<file path="src/rtl/tdm_mux_pkg.sv">
// Shared definitions for the two-channel TDM multiplexer: default data
// width, channel encoding and output-stage state encoding.
package tdm_mux_pkg;

  localparam int WIDTH_DEF = 8;

  typedef enum logic {
    CH0 = 1'b0,
    CH1 = 1'b1
  } ch_e;

  typedef enum logic {
    EMPTY = 1'b0,
    FULL  = 1'b1
  } state_e;

endpackage

</file>
<file path="src/rtl/tdm_mux_if.sv">
// Bus bundle for tdm_mux: two valid/ready input channels and one
// valid/ready output carrying data plus the source-channel select.
interface tdm_mux_if #(
  parameter int WIDTH = tdm_mux_pkg::WIDTH_DEF
);

  logic [WIDTH-1:0] Data_in_0;
  logic             valid_0;
  logic             ready_0;
  logic [WIDTH-1:0] Data_in_1;
  logic             valid_1;
  logic             ready_1;
  logic [WIDTH-1:0] Data_out;
  logic             sel;
  logic             valid_out;
  logic             ready_out;

  // Mux side
  modport slave (
    input  Data_in_0, valid_0, Data_in_1, valid_1, ready_out,
    output ready_0, ready_1, Data_out, sel, valid_out
  );

  // Source/sink side
  modport master (
    output Data_in_0, valid_0, Data_in_1, valid_1, ready_out,
    input  ready_0, ready_1, Data_out, sel, valid_out
  );

endinterface

</file>
<file path="src/rtl/tdm_mux_rr_arbiter2.sv">
// Two-requester round-robin arbiter. Grant is combinational from the
// current requests; the last-grant pointer moves only when the caller
// actually consumes a grant (advance=1 with a non-zero grant).
module rr_arbiter2
  import tdm_mux_pkg::*;
(
  input  logic       clk,
  input  logic       rst,
  input  logic [1:0] req,
  input  logic       advance,
  output logic [1:0] grant
);

  ch_e last_q, last_d;

  // Grant selection: a lone requester wins, contention goes to the
  // channel that did not win last time.
  always_comb begin
    grant = 2'b00;
    case (req)
      2'b01:   grant = 2'b01;
      2'b10:   grant = 2'b10;
      2'b11:   grant = (last_q == CH0) ? 2'b10 : 2'b01;
      default: grant = 2'b00;
    endcase
  end

  // Pointer next-state: update only on a consumed grant.
  always_comb begin
    last_d = last_q;
    if (advance && (grant != 2'b00))
      last_d = grant[1] ? CH1 : CH0;
  end

  // Pointer register; reset to CH1 so channel 0 wins the first contention.
  always_ff @(posedge clk) begin
    if (rst) last_q <= CH1;
    else     last_q <= last_d;
  end

endmodule

</file>
<file path="src/rtl/tdm_mux.sv">
// Two-channel time-division multiplexer. A round-robin arbiter picks the
// input channel; a one-entry output register (EMPTY/FULL FSM) holds the
// merged word and its source select for the downstream demux.
module tdm_mux
  import tdm_mux_pkg::*;
#(
  parameter int WIDTH = WIDTH_DEF
)(
  input logic       clk,
  input logic       rst,
  tdm_mux_if.slave  bus
);

  state_e           state_q, state_d;
  logic [WIDTH-1:0] data_q, data_d;
  logic             sel_q, sel_d;
  logic             load_en;
  logic             any_grant;
  logic [1:0]       grant;

  rr_arbiter2 u_arb (
    .clk     (clk),
    .rst     (rst),
    .req     ({bus.valid_1, bus.valid_0}),
    .advance (load_en),
    .grant   (grant)
  );

  // Output-stage FSM and register next-state. The register may load when
  // empty or when its word is leaving this cycle; rst blocks any load so
  // no input transfer happens in a reset cycle.
  always_comb begin
    state_d   = state_q;
    data_d    = data_q;
    sel_d     = sel_q;
    load_en   = !rst && ((state_q == EMPTY) || bus.ready_out);
    any_grant = load_en && (grant != 2'b00);
    if (any_grant) begin
      state_d = FULL;
      if (grant[1]) begin
        data_d = bus.Data_in_1;
        sel_d  = CH1;
      end else begin
        data_d = bus.Data_in_0;
        sel_d  = CH0;
      end
    end else if (load_en) begin
      // Word drained (or nothing held) and nothing new: data/sel retained.
      state_d = EMPTY;
    end
  end

  // State and output register with synchronous reset.
  always_ff @(posedge clk) begin
    if (rst) begin
      state_q <= EMPTY;
      data_q  <= '0;
      sel_q   <= 1'b0;
    end else begin
      state_q <= state_d;
      data_q  <= data_d;
      sel_q   <= sel_d;
    end
  end

  assign bus.ready_0   = load_en && grant[0];
  assign bus.ready_1   = load_en && grant[1];
  assign bus.Data_out  = data_q;
  assign bus.sel       = sel_q;
  assign bus.valid_out = (state_q == FULL);

endmodule

</file>
<file path="src/flat_wrapper.sv">
// flat-port wrapper written by rule: the top's interface ports become plain ports
module tdm_mux_flat import tdm_mux_pkg::*;
#(
  parameter int WIDTH = WIDTH_DEF
)
  (clk, rst, bus_Data_in_0, bus_valid_0, bus_Data_in_1, bus_valid_1, bus_ready_out, bus_ready_0, bus_ready_1, bus_Data_out, bus_sel, bus_valid_out);
  tdm_mux_if #(.WIDTH(WIDTH)) bus_i ();
  input logic clk;
  input logic rst;
  input wire logic [$bits(bus_i.Data_in_0)-1:0] bus_Data_in_0;
  input wire logic [$bits(bus_i.valid_0)-1:0] bus_valid_0;
  input wire logic [$bits(bus_i.Data_in_1)-1:0] bus_Data_in_1;
  input wire logic [$bits(bus_i.valid_1)-1:0] bus_valid_1;
  input wire logic [$bits(bus_i.ready_out)-1:0] bus_ready_out;
  output wire logic [$bits(bus_i.ready_0)-1:0] bus_ready_0;
  output wire logic [$bits(bus_i.ready_1)-1:0] bus_ready_1;
  output wire logic [$bits(bus_i.Data_out)-1:0] bus_Data_out;
  output wire logic [$bits(bus_i.sel)-1:0] bus_sel;
  output wire logic [$bits(bus_i.valid_out)-1:0] bus_valid_out;
  assign bus_i.Data_in_0 = bus_Data_in_0;
  assign bus_i.valid_0 = bus_valid_0;
  assign bus_i.Data_in_1 = bus_Data_in_1;
  assign bus_i.valid_1 = bus_valid_1;
  assign bus_i.ready_out = bus_ready_out;
  assign bus_ready_0 = bus_i.ready_0;
  assign bus_ready_1 = bus_i.ready_1;
  assign bus_Data_out = bus_i.Data_out;
  assign bus_sel = bus_i.sel;
  assign bus_valid_out = bus_i.valid_out;
  tdm_mux #(.WIDTH(WIDTH)) u_core (.clk(clk), .rst(rst), .bus(bus_i));
endmodule
</file>
<file path="config.mk">
export PLATFORM = sky130hd
export DESIGN_NAME = tdm_mux_flat
export DESIGN_NICKNAME = d
export VERILOG_FILES = /design/src/rtl/tdm_mux_pkg.sv /design/src/rtl/tdm_mux_if.sv /design/src/rtl/tdm_mux_rr_arbiter2.sv /design/src/rtl/tdm_mux.sv /design/src/flat_wrapper.sv
export SDC_FILE = /design/constraint.sdc
export NUM_CORES = 1
export LEC_CHECK = 0
export BUFFER_PORTS_ARGS = -buffer_cell sky130_fd_sc_hd__buf_2
export CORE_MARGIN = 2
export CORE_UTILIZATION = 40
export DETAILED_ROUTE_END_ITERATION = 8
export PLACE_DENSITY = 0.79
export RECOVER_POWER = 50
export SYNTH_ARGS = -nofsm -noshare
export SYNTH_HDL_FRONTEND = slang
export SYNTH_SLANG_ARGS = --single-unit
</file>
<file path="constraint.sdc">
create_clock -name clk -period 3 [get_ports clk]
set_input_delay 0.45 -clock clk [delete_from_list [all_inputs] [get_ports clk]]
set_output_delay 0.45 -clock clk [all_outputs]
set_load 0.05 [all_outputs]
</file>
======== Word-level counts from Yosys, hierarchy flattened ========
Cells that the tools add are included.
operators by class
  eq/ne operators ......................... 3
  bitwise logic cells ..................... 1
  mux-type cells .......................... 6
  reductions and logical operators ........ 8
operator list
  cell                count
  $mux 8              1
  $pmux 2 s3          1
  $eq 2x2->1 const B  2
  $logic_and 1x1->1   4
  $reduce_bool 2->1   2
  $mux 1              3
  $eq 2x1->1 const B  1
  $mux 2              1
  $logic_not 1->1     1
  $logic_or 1x1->1    1
  $not 1->1           1
storage, ports and cells
  word-level logic and storage cells ...... 22
  register bits after elaboration ......... 11
  bits of input ports ..................... 21
  output and inout port bits .............. 12

======== Depth between registers and ports, before layout ========
Gate-level depths: netlist (run 1).
  depth in word-level cells ............... 5
  gate-level depth with buffers ........... 4
  mapped depth without buffers ............ 3

======== Hierarchy ========
Synthesis (run 1) repeated with hierarchy kept, for this count alone.
second synthesis, totals
  cells, all modules ...................... 64
  area, all modules ....................... 595.6 µm²
by module, submodules not included
  module       sequential area each (µm²)  area each (µm²)  cells an instance  instances
  tdm_mux      200.2                       534.3            57                 1
  rr_arbiter2  20.0                        61.3             7                  1

======== Worst setup path after synthesis (run 1) ========
Ideal clock, no wire load.
  kind .................................... register -> output
  start point ............................. reg u_core.state_q (netlist: u_core.bus.valid_out)
  end point ............................... out bus_ready_1
  data arrival time ....................... 1.347 ns
  setup slack ............................. 1.203 ns
  required time ........................... 2.550 ns
  path buffers ............................ 0
  stages on the path, launching flop included .. 3
  cells stage by stage .................... dfxtp_1 and2b_1 nor3_4
between the ends
  word-level cells in the longest chain between the ends .. 4
ends and longest elaborated chain
  item                      line                text
  start: declaration        tdm_mux.sv:14       state_e state_q, state_d;
  start signal: assignment  tdm_mux.sv:60       state_q <= state_d;
  $not 1->1                 tdm_mux.sv:36       load_en = !rst && ((state_q == EMPTY) || bus.ready_out);
  $logic_or 1x1->1          tdm_mux.sv:36
  $logic_and 1x1->1         tdm_mux.sv:36
  $logic_and 1x1->1         tdm_mux.sv:67       assign bus.ready_1 = load_en && grant[1];
  end: declaration          flat_wrapper.sv:16  output wire logic [$bits(bus_i.ready_1)-1:0] bus_ready_1;
Every way passes these cells.

======== Worst setup path in the final report (run 1) ========
  start point ............................. in rst
  end point ............................... out bus_ready_0
between the ends
  word-level cells in the longest chain between the ends .. 3
ends and longest elaborated chain
  item                line                text
  start: declaration  flat_wrapper.sv:9   input logic rst;
  $logic_not 1->1     tdm_mux.sv:36
  $logic_and 1x1->1   tdm_mux.sv:36
  $logic_and 1x1->1   tdm_mux.sv:66       assign bus.ready_0 = load_en && grant[0];
  end: declaration    flat_wrapper.sv:15  output wire logic [$bits(bus_i.ready_0)-1:0] bus_ready_0;
Every way passes these cells.

==> impl_metrics.toml, run 1 <==
[critical_path]
crit_fanout = 12
crit_path_end = "bus_ready_0"
rr_endpoint = "u_core.bus.Data_out[4]"
ff2ff_path_depth = 3
worstSetupStartpointType = "input pin"
path_class = "input pin to output pin"
timing.rr.start = "u_core.bus.valid_out"
cp.required_ns = 2.55
end_kind = "output pin"
arrival_ns = 1.73
cp-startpoint = "rst"
r2r_slack_ns = 1.76

[cells_and_area]
fin_nets = 126
final_cells = 120
drive_gt1_share_pct = 37.5
finish.instance_area_um2 = 788
syn_to_final_growth_pct = 29.6
diodes = 0

[drt]
via_per_inst = 5.35
vias = 642
drt_iter0_markers = 6
avgRoutedWirePerCell_um = 12.0
routed_wl_um = 1440
first_pass_iters = 4
drc = 0
drtAntennaViolNets = 0

[placement]
place_ws_ns = 1.12
placed_cell_area_um2 = 763
dp_hpwl_um = 1070
gp_congestion = 0.779
dp.cells = 116
portBuffers = 32

[die]
io_pins = 33
fp.dieW_um = 43.0
dieArea_um2 = 1850
start_util_pct = 41.3
core_um2 = 1470
die_h_um = 43.0
row_count = 14

[global_route]
grt_usage_pct = 15.9
antenna_found_initial = 0
grt_pass1_wl_um = 2170
grt_overflow = 0
grt_max_degree = 13
grt_pass1_vias = 525

[synth]
ys_warn_count = 0
synth_seq_cells = 11
synth_cell_types = 24
syn_inst = 72
synth_area_per_cell_um2 = 8.45
ys_seq_area_share_pct = 36.2
syn-num-nets = 93
synth_area_um2 = 608
synth-main-ff-cell = "dfxtp_1"
async_flop_share_pct = 0
synth_edf_count = 0

[sta]
worst_pin_slew_ns = 0.634
timing_hold_violations_final = 0
clock.fmax_ghz = 0.458
fin_ws_ns = 0.817
max_slew_margin_pct = 57.8
drv_slew = 0
skew_ns = 0.00126
tns_ns = 0
fin_crit_sh_pct = 72.8
post-route-min-period_ns = 2.18
rsz0062_at_grt = "no"
finalSetupViolCount = 0

[run]
maxCapViolCount = 0

[clocking]
cts_buffers = 3
cts_max_path_buffers = 2
worstSkewPairLatency_ns = 0.27
cts_tree = "built"
clock_sinks = 11
clk_pin_slew_worst_paths_ns = 0.07
cts_hold_buffers = 0
postCtsSetupRepairBufs = 0
htree_num_levels = 1
post_cts_resized = 0
root_buffer = "clkbuf_4"

[pwr]
leakage_nw = 0.392
ir_worst_vdd_mv = 0.297
cellPowerDensity_nw_per_um2 = 528

[outcome]
status = "finished, final reports clean"

[worst_hold_path]
hold_class = "input pin to flip-flop"
metrics by stage:
| step | power [mW] | hold slack, ns | utilization (%) |
|---|---|---|---|
| finish | 0.417 | 0.427 | 53.6 |
| global route | 0.439 | 0.423 | 53.6 |
| CTS | 0.420 | 0.422 | 53.7 |
| detailed placement | 0.319 | 0.511 | 51.9 |
| global placement | 0.317 | 0.508 | 51.9 |
| floorplan | 0.282 | 0.571 | - |
worst min-delay path by stage:
stage | startpoint | to | slack, ns | depth (start not counted)
2_1_floorplan | u_core.u_arb.last_q | u_core.u_arb.last_q | 0.57 | 2
3_5_place_dp | u_core.bus.sel | u_core.bus.sel | 0.51 | 2
6_report | bus_Data_in_1[1] | u_core.bus.Data_out[1] | 0.43 | 3
5_1_grt | bus_Data_in_1[7] | u_core.bus.Data_out[7] | 0.42 | 3
4_1_cts | bus_Data_in_1[6] | u_core.bus.Data_out[6] | 0.42 | 3
3_3_place_gp | u_core.bus.sel | u_core.bus.sel | 0.51 | 2
kinds of logic (layout without fill, tap and decap cells):
| logic type | count (synthesis) | count (layout) | share of synthesized area, % |
|---|---|---|---|
| flops | 11 | 11 | 36.2 |
| buf+inv | 13 | 45 | 9.67 |
| compound gates | 24 | 24 | 31.1 |
| simple gates | 24 | 24 | 23.0 |
state kept, by name, indices dropped and copies added (netlist names):
name and flops:
u_core.u_arb.last_q 1, u_core.bus.Data_out 8, u_core.bus.sel 1, u_core.bus.valid_out 1
synthesized netlist by cell type, types with 2 or more instances:
cell	instances	area, µm²
o211ai_1	2	15.0
inv_1	9	33.8
buf_2	2	10.0
a31oi_1	7	43.8
nor2_1	9	33.8
a21oi_1	2	10.0
a221oi_1	7	61.3
nor2b_1	7	43.8
dfxtp_1	11	220
nand2b_1	2	12.5
per-layer routing:
| layer | vias up | wire (µm) | global-route usage (%) |
|---|---|---|---|
| li1 | 322 | - | - |
| met1 | 280 | 609 | 19.7 |
| met2 | 40 | 663 | 24.8 |
| met3 | 0 | 167 | 7.66 |
| met4 | 0 | 0 | 3.64 |
| met5 | - | 0 | 0 |
report_power, final:
| part | internal (mW) | switching [mW] |
|---|---|---|
| combinational | 0.0444 | 0.100 |
| clock | 0.0514 | 0.0502 |
| sequential | 0.162 | 0.00799 |
| total | 0.258 | 0.158 |
cell usage in the layout, fill, tap and decap left out, types with 2 or more instances in the layout:
| master | count |
|---|---|
| buf_2 | 31 |
| dfxtp_1 | 11 |
| inv_1 | 9 |
| nor2_1 | 9 |
| nor2b_1 | 7 |
| a31oi_1 | 7 |
| a221oi_1 | 7 |
| clkbuf_4 | 3 |
| nand2b_1 | 2 |
| a21oi_1 | 2 |
| o211ai_1 | 2 |
| clkbuf_1 | 2 |
worst max-delay path: stages:
cell and delay (ns):
clkbuf_1 0.47, inv_1 0.35, nand4_1 0.21, inv_1 0.05, buf_2 0.20
final cells by class:
class	instances	area, µm²
inverters	9	33.8
repair buffers	32	159
multi-input cells	48	329
well taps	16	20.0
flip-flops and latches	11	220
fillers	171	683
clock buffers	4	26.3
Power figures use the tool's default switching activity.
==> inputs of run 2 (changes only) <==
==> constraint.sdc (replaced) <==
create_clock -name clk -period 2.05 [get_ports clk]
set_input_delay 0.3075 -clock clk [delete_from_list [all_inputs] [get_ports clk]]
set_output_delay 0.3075 -clock clk [all_outputs]
set_load 0.05 [all_outputs]
==> run 2 against run 1 <==
Global-route usage rose by 1.7 points. Worst setup slack got worse by 0.35 ns. Critical path depth fell by 2. Core utilization rose by 0.17 points.
==> impl_metrics.toml, run 2 (synthesis results as in run 1) <==
[cells_and_area]
final_cells = 122
drive_gt1_share_pct = 31.1
largest_reg_flops = 8
n_fill_cell = 170
finish.instance_area_um2 = 791
diodes = 0
mostFrequentLayoutCells = "24 x buf_2, 11 x dfxtp_1, 10 x clkbuf_1"
fin_nets = 128
syn_to_final_growth_pct = 30.0
fin_util_pct = 53.7
layout_commonest_cell = "buf_2"

[clocking]
root_buffer = "clkbuf_4"
clock_sinks = 11
cts_hold_buffers = 0
postCtsSetupRepairBufs = 0
clk_pin_slew_worst_paths_ns = 0.07
post_cts_resized = 0
cts_buffers = 3
htree_num_levels = 1
cts_max_path_buffers = 2
worstSkewPairLatency_ns = 0.26
cts_tree = "built"

[sta]
worst_pin_slew_ns = 0.604
hold_ws_ns = 0.293
post-route-min-period_ns = 1.58
tns_ns = 0
fin_ws_ns = 0.467
fin_crit_sh_pct = 77.2
skew_ns = 0.000698
finalSetupViolCount = 0
clock.fmax_ghz = 0.632
rsz0062_at_grt = "no"
drv_slew = 0
timing_hold_violations_final = 0
max_slew_margin_pct = 59.9

[critical_path]
worstSetupStartpointType = "flip-flop"
cp.required_ns = 1.74
timing.rr.start = "u_core.bus.valid_out"
arrival_ns = 1.28
crit_fanout = 4
r2r_slack_ns = 0.74
rr_endpoint = "u_core.bus.Data_out[5]"
path_class = "flip-flop to output pin"
ff2ff_path_depth = 4
end_kind = "output pin"

[drt]
drtAntennaViolNets = 0
dr_wl_met3_um = 137
wl_met1_um = 672
drc = 0
vias = 642
wl_met2_um = 644
routed_wl_um = 1450
drt_iter0_markers = 2
first_pass_iters = 3
top_layer = "met3"
via_per_inst = 5.26
avgRoutedWirePerCell_um = 11.9

[die]
row_count = 14
die_h_um = 43.0
start_util_pct = 41.3
dieArea_um2 = 1850
fp.dieW_um = 43.0
core_um2 = 1470
io_pins = 33

[worst_hold_path]
whs_endpoint = "u_core.bus.Data_out[2]"
hold_class = "input pin to flip-flop"
holdPathStages = 3
min-delay-start = "bus_Data_in_1[2]"

[global_route]
antenna_found_initial = 0
grt_usage_pct = 17.6
grt_pass1_wl_um = 2500
grt_pass1_vias = 607
grt_max_degree = 13
grt_overflow = 0

[placement]
placed_cell_area_um2 = 778
place_ws_ns = 0.491
dp.cells = 118
portBuffers = 32
dp_hpwl_um = 1150
gp_congestion = 0.745

[outcome]
status = "finished, final reports clean"

[pwr]
cellPowerDensity_nw_per_um2 = 764
finalPower_uw = 604
ir_worst_vdd_mv = 0.389
leakage_nw = 0.374

[run]
maxCapViolCount = 0
==> run 2: report_power, final <==
group | total, mW | switching [mW] | internal, mW
combinational | 0.209 | 0.147 | 0.0617
clock | 0.144 | 0.0693 | 0.0751
sequential | 0.250 | 0.0127 | 0.238
total | 0.604 | 0.229 | 0.375
==> run 2: worst max path at each step <==
| stage | start | cells past startpoint | to | slack (ns) |
|---|---|---|---|---|
| detailed placement | rst | 5 | bus_ready_0 | 0.49 |
| global placement | rst | 5 | bus_ready_0 | 0.52 |
| floorplan | u_core.bus.valid_out | 3 | u_core.bus.Data_out[0] | 0.36 |
| global route | rst | 5 | bus_ready_0 | 0.38 |
| finish | u_core.bus.valid_out | 3 | bus_ready_1 | 0.47 |
| CTS | u_core.bus.valid_out | 3 | bus_ready_1 | 0.45 |
==> run 2: layout make-up <==
class                      instances  area, µm²  share of cell area, %
timing repair buffer              34        161                   20.4
multi-input combinational         48        329                   41.6
sequential                        11        220                   27.8
clock buffer                       4       26.3                   3.32
tap                               16       20.0                   2.53
inverter                           9       33.8                   4.27
==> run 2: critical path, stage by stage (launching register included) <==
cell	delay, ns
dfxtp_1	0.32
and2b_1	0.22
nor3_4	0.19
buf_2	0.29
==> run 2: per-layer routing <==
| layer | track usage [%] | vias to the layer above |
|---|---|---|
| met5 | 0 | - |
| met3 | 5.11 | 0 |
| met1 | 23.0 | 288 |
| met2 | 27.9 | 24 |
| li1 | - | 330 |
| met4 | 5.45 | 0 |
